`src/rtl/mem_writeback.sv`:
```
// mem_writeback: memory (M) and writeback (W) pipeline stages.
//   The M register captures execute-stage results and drives the data-memory
//   port. A two-state FSM (IDLE/ACCESS) holds the pipeline while a memory
//   access waits for MemReady. A wait counter bounds each access to TIMEOUT
//   wait cycles. An access that runs out of time completes as a bubble and
//   sets the sticky MemErr flag. The W register feeds the result mux back to
//   decode.
// Ports:
//   clk, reset                     clock, async active-high reset
//   RegWriteE..WA3E                execute-stage inputs
//   MemAddr/MemWData/MemWE/MemRE   data memory request
//   MemRData/MemReady              data memory response
//   StallM                         hold execute and earlier stages
//   ALUOutM/WA3M/RegWriteM         M-stage forwarding/hazard info
//   ResultW/WA3W/RegWriteW         writeback to the register file
//   PCWriteW                       writeback targets R15
//   MemErr                         sticky memory timeout flag
module mem_writeback #(
    parameter int unsigned TIMEOUT = 15
) (
    input  logic        clk,
    input  logic        reset,
    input  logic        RegWriteE,
    input  logic        MemWriteE,
    input  logic        MemToRegE,
    input  logic [31:0] ALUResultE,
    input  logic [31:0] WriteDataE,
    input  logic [3:0]  WA3E,
    output logic [31:0] MemAddr,
    output logic [31:0] MemWData,
    output logic        MemWE,
    output logic        MemRE,
    input  logic [31:0] MemRData,
    input  logic        MemReady,
    output logic        StallM,
    output logic [31:0] ALUOutM,
    output logic [3:0]  WA3M,
    output logic        RegWriteM,
    output logic [31:0] ResultW,
    output logic [3:0]  WA3W,
    output logic        RegWriteW,
    output logic        PCWriteW,
    output logic        MemErr
);

    localparam logic [3:0] W_TMO = 4'(TIMEOUT);

    typedef enum logic {
        IDLE,
        ACCESS
    } state_t;

    state_t      r_state;
    logic [3:0]  r_wait;
    logic        r_mem_err;

    logic        r_RegWriteM;
    logic        r_MemWriteM;
    logic        r_MemToRegM;
    logic [31:0] r_ALUOutM;
    logic [31:0] r_WriteDataM;
    logic [3:0]  r_WA3M;

    logic [31:0] r_ALUOutW;
    logic [31:0] r_ReadDataW;
    logic [3:0]  r_WA3W;
    logic        r_RegWriteW;
    logic        r_MemToRegW;

    logic w_access;
    logic w_stall;
    logic w_timeout;
    logic w_mem_op_e;
    logic w_rdata_valid;

    assign w_access      = (r_state == ACCESS);
    assign w_stall       = w_access && !MemReady && (r_wait < W_TMO);
    // Out of wait budget: the access ends this cycle without data.
    assign w_timeout     = w_access && !MemReady && (r_wait >= W_TMO);
    assign w_mem_op_e    = MemWriteE || MemToRegE;
    assign w_rdata_valid = w_access && MemReady;

    // FSM, wait counter and sticky error flag. A new memory op entering M on
    // the completion edge keeps the FSM in ACCESS with a fresh counter.
    always_ff @(posedge clk or posedge reset) begin
        if (reset) begin
            r_state   <= IDLE;
            r_wait    <= '0;
            r_mem_err <= 1'b0;
        end else begin
            if (w_timeout)
                r_mem_err <= 1'b1;
            if (w_stall) begin
                r_wait <= r_wait + 4'd1;
            end else if (w_mem_op_e) begin
                r_state <= ACCESS;
                r_wait  <= '0;
            end else begin
                r_state <= IDLE;
                r_wait  <= '0;
            end
        end
    end

    // M register: loads whenever the stage is not stalled.
    always_ff @(posedge clk or posedge reset) begin
        if (reset) begin
            r_RegWriteM  <= 1'b0;
            r_MemWriteM  <= 1'b0;
            r_MemToRegM  <= 1'b0;
            r_ALUOutM    <= '0;
            r_WriteDataM <= '0;
            r_WA3M       <= '0;
        end else if (!w_stall) begin
            r_RegWriteM  <= RegWriteE;
            r_MemWriteM  <= MemWriteE;
            r_MemToRegM  <= MemToRegE;
            r_ALUOutM    <= ALUResultE;
            r_WriteDataM <= WriteDataE;
            r_WA3M       <= WA3E;
        end
    end

    // W register: bubble while stalled; a timed-out access retires with its
    // register write suppressed. Read data is captured only when the memory
    // actually returned it so stale bus values never reach ResultW.
    always_ff @(posedge clk or posedge reset) begin
        if (reset) begin
            r_ALUOutW   <= '0;
            r_ReadDataW <= '0;
            r_WA3W      <= '0;
            r_RegWriteW <= 1'b0;
            r_MemToRegW <= 1'b0;
        end else if (w_stall) begin
            r_RegWriteW <= 1'b0;
        end else begin
            r_ALUOutW   <= r_ALUOutM;
            r_ReadDataW <= w_rdata_valid ? MemRData : '0;
            r_WA3W      <= r_WA3M;
            r_RegWriteW <= r_RegWriteM && !w_timeout;
            r_MemToRegW <= r_MemToRegM;
        end
    end

    assign MemAddr   = r_ALUOutM;
    assign MemWData  = r_WriteDataM;
    assign MemWE     = w_access && r_MemWriteM;
    assign MemRE     = w_access && r_MemToRegM;

    assign StallM    = w_stall;
    assign ALUOutM   = r_ALUOutM;
    assign WA3M      = r_WA3M;
    assign RegWriteM = r_RegWriteM;

    assign ResultW   = r_MemToRegW ? r_ReadDataW : r_ALUOutW;
    assign WA3W      = r_WA3W;
    assign RegWriteW = r_RegWriteW;
    assign PCWriteW  = r_RegWriteW && (r_WA3W == 4'hF);
    assign MemErr    = r_mem_err;

endmodule

```
`config.mk`:
```
export PLATFORM = sky130hd
export DESIGN_NAME = mem_writeback
export DESIGN_NICKNAME = d
export VERILOG_FILES = /design/src/rtl/mem_writeback.sv
export SDC_FILE = /design/constraint.sdc
export NUM_CORES = 1
export LEC_CHECK = 0
export ABC_AREA = 1
export BUFFER_PORTS_ARGS = -buffer_cell sky130_fd_sc_hd__buf_2
export CAP_MARGIN = 10
export CORE_ASPECT_RATIO = 0.8
export CORE_UTILIZATION = 53
export CTS_CLUSTER_SIZE = 8
export DETAILED_ROUTE_END_ITERATION = 10
export GPL_ROUTABILITY_DRIVEN = 0
export GPL_TIMING_DRIVEN = 0
export PLACE_DENSITY = 0.85
export REMOVE_ABC_BUFFERS = 1
export SYNTH_ARGS = -nofsm -noshare
export SYNTH_HDL_FRONTEND = slang
export SYNTH_SLANG_ARGS = --single-unit
```
`constraint.sdc`:
```
create_clock -name clk -period 6.9 [get_ports clk]
set_input_delay 0.345 -clock clk [delete_from_list [all_inputs] [get_ports clk]]
set_output_delay 0.345 -clock clk [all_outputs]
set_load 0.03 [all_outputs]
```
==> summary by stage <==
Worst hold path
The worst hold path belongs to the class in -> async.

Placed design
The setup slack at placement is approximately 4.0 ns. Once detailed placement completed, the half-perimeter wirelength came to roughly 10000 um. Port buffering added between 200 and 250 buffers.

Synthesis
The share of synthesized registers carrying an async set or reset is 1.000. The number of enable flip-flop cells after synthesis is 0. The post-synth design cell area is 6561 um2. The number of warnings printed during yosys synthesis is 0. The gate count after technology mapping is slightly below 800. In this run, synthesis produced a sequential element count of between 100 and 150. Each instance of the synthesized netlist takes up on average around 8.5 um2.

Among all flip-flop cells after synthesis, the most frequent one is dfrtp_1. The number of different library cells in the post-synthesis netlist is 19. The part of the Yosys area used for sequential elements is 0.5606.

Route
The number of search-and-repair iterations in the first detailed-routing pass is 4. The total number of vias is a little under 6k. The routed design has 16010 um of wire. The detailed-route DRC error count is 0. The wire length per cell is ~14 um. For this block, the initial DRC count from the detailed router was 325.

Once detail routing completed, the nets flagged for antenna violations numbered 0. The number of vias per cell is roughly 5.1.

STA
The setup violation total in the final timing report is 0. The post-route minimum period is between 3 and 4 ns. The total count of max-transition violations in the final report is 0. The ratio of final minimum period to clock period is 0.4785. The maximum achievable frequency is around 300 MHz. The transition at the pin with the smallest max-transition slack is 0.9039 ns. Setup repair after global routing left no endpoint under its margin. The worst path meets setup with ~3.6 ns of slack. The remaining max-slew budget at the tightest pin is 0.3974. The final number of hold-violating endpoints came to 0. The sum of negative setup slack is 0 ns. The worst clock skew on the final layout is just over 0.009 ns.

Setup path
The capturing element type of the critical path is an output port. The flop-to-flop setup slack is about 4.3 ns. The required time of the critical path is roughly 6.6 ns. The origin of the worst setup path is r_wait[0]$_DFF_PP0_. The endpoint identified for the worst register-to-register timing path is r_ReadDataW[30]$_DFFE_PP0N_. The critical path arrival is 2.96 ns. The critical path is of the reg -> out type. The worst register-to-register path begins at r_wait[0]$_DFF_PP0_. The critical path capture point is StallM.

STA classifies the critical path startpoint as a flop. The maximum fanout encountered on the critical timing path is approximately 150. The length in cells of the worst reg-to-reg path is 5.

Floorplan
The die footprint is about 13000 um2. The die is around 100 um tall. The floorplan core area is between 10000 and 15000 um2.

For this design the top-level I/O count stands at approximately 250. The die span in x is 126.4 um. The standard-cell row count is 35.

The initial cell density of the core is 0.5570.

GRT
In the global route stage, overall resource usage came out at 0.2589. For met3 alone, demand over resource in global routing was 0.07132. The via count of the first global-routing pass was 5380. The total grt overflow is 0. The first global-routing pass estimated ~26000 um of wire. The pin count of the biggest net entering global routing is approximately 150.

The number of antenna violations at the first check in global routing came to 1. The met2 demand-to-capacity share in global routing is 0.4207. The global routing stage identified its most utilized layer as met2. The global-route track usage on met1 is 0.3426.

CTS
The clock transition time at the flip-flop clock pins of the worst setup and hold paths is approximately 0.070 ns. After clock tree synthesis, the repair step resized 0 gates. For this design, the CTS-stage hold fixing added 0 buffers.

The clock passes through at most 2 buffers. The library cell used as clock root buffer is clkbuf_16. Clock latency on the worst-skew pair, taken at its later pin, is about 0.41 ns.

The count of buffers added by post-CTS timing repair for setup is 0. Clock tree synthesis inserted a total of 17 buffers. TritonCTS built the clock tree. The tree built by TritonCTS fans out to 147 sinks.

The H-tree was split into 4 levels.

Finish
The number of antenna diodes in the final layout is 0. The most common cell after layout, fill and taps aside is buf_2. In the final layout, the share of cells above drive strength 1 is 0.2956. In the layout the commonest cells are buf_2, nand2_1, dfrtp_1, nand3_1. After the last flow step, the layout net total stands at ~1.1k.

The layout-stage area growth over the synthesis result is 25.92%.

Flow run
The tool flagged a number of max-cap violations equal to 0.

Status
The run finished with clean final reports.

Power and ir drop
For this design the ratio of total power to cell area is about 300 nW/um2. The static leakage is around 4.7 nW. VDD sags by at most 0.1949 mV.
power by group:
group / leakage [nW] / internal, mW / switching (mW)
clock network: 0.265 / 0.531 / 0.356
registers: 1.80 / 0.954 / 0.0648
logic: 2.65 / 0.176 / 0.411
total: 4.72 / 1.66 / 0.832
through the flow:
step	utilization	hold WS, ns	cells	power [mW]	instance area [um2]
after detailed placement	0.6531	0.4639	1098	1.619	7694
after global routing	0.7013	0.08804	1129	2.608	8262
after CTS	0.7013	0.06760	1129	2.509	8262
after global placement	0.6368	0.4561	1091	1.597	7501
after floorplan	-	0.4457	695	1.411	6075
final	0.7013	0.04803	1129	2.493	8262
flip-flops by register name, indices dropped and copies added (netlist names), 4 cells and up:
name / count
r_ALUOutW: 32
r_wait: 4
r_ReadDataW: 32
ALUOutM: 32
WA3W: 4
MemWData: 32
WA3M: 4
layer usage:
layer	part of all wire	routed length (um)
met1	0.44	7026
met2	0.48	7652
met3	0.071	1137
met4	0.012	195
met5	0	0
how the worst min path moves through the flow:
stage,start,to,slack (ns),cells past startpoint
4_1_cts,reset,MemWData[1]$_DFFE_PP0N_,0.07,2
5_1_grt,reset,ALUOutM[6]$_DFFE_PP0N_,0.09,2
3_3_place_gp,MemErr$_DFFE_PP0P_,MemErr$_DFFE_PP0P_,0.46,1
6_report,reset,MemWData[1]$_DFFE_PP0N_,0.05,2
3_5_place_dp,MemErr$_DFFE_PP0P_,MemErr$_DFFE_PP0P_,0.46,1
2_1_floorplan,MemWriteE,r_state$_DFFE_PP0N_,0.45,2
cells in the mapped netlist (3+ instances only):
cell type / number / area share
buf_4: 33 / 0.038
nand2_1: 223 / 0.13
dfrtp_1: 147 / 0.56
nand3_1: 110 / 0.084
buf_6: 3 / 0.0051
a21oi_1: 32 / 0.024
o21bai_1: 33 / 0.038
buf_1: 8 / 0.0046
inv_1: 72 / 0.041
nor2_1: 71 / 0.041
clkbuf_1: 8 / 0.0046
buf_2: 29 / 0.022
critical path: stages, from the launching register on:
cell	delay, ns
dfrtp_1	0.39
ha_1	0.25
nand3_4	0.51
buf_16	0.42
nand2_8	0.58
inv_1	0.07
buf_2	0.20
area by class of cell:
cell class / count / area (um2)
Multi-Input combinational cell: 475 / 2138
Tap cell: 148 / 185.2
Fill cell: 901 / 3518
Sequential cell: 147 / 3680
Clock buffer: 19 / 432.9
Inverter: 73 / 279.0
Clock inverter: 12 / 135.1
Timing Repair Buffer: 255 / 1411
cells by family (layout without fill, tap and decap cells):
kind of cell	after synthesis	in the layout	synth area share
compound gates	65	65	0.06217
xor+xnor	1	1	0.001335
fa+ha+maj	1	1	0.001907
buf+inv	154	359	0.1159
flops	147	147	0.5606
simple gates	408	408	0.2580
Note: power is estimated with default switching activity, not from simulation.
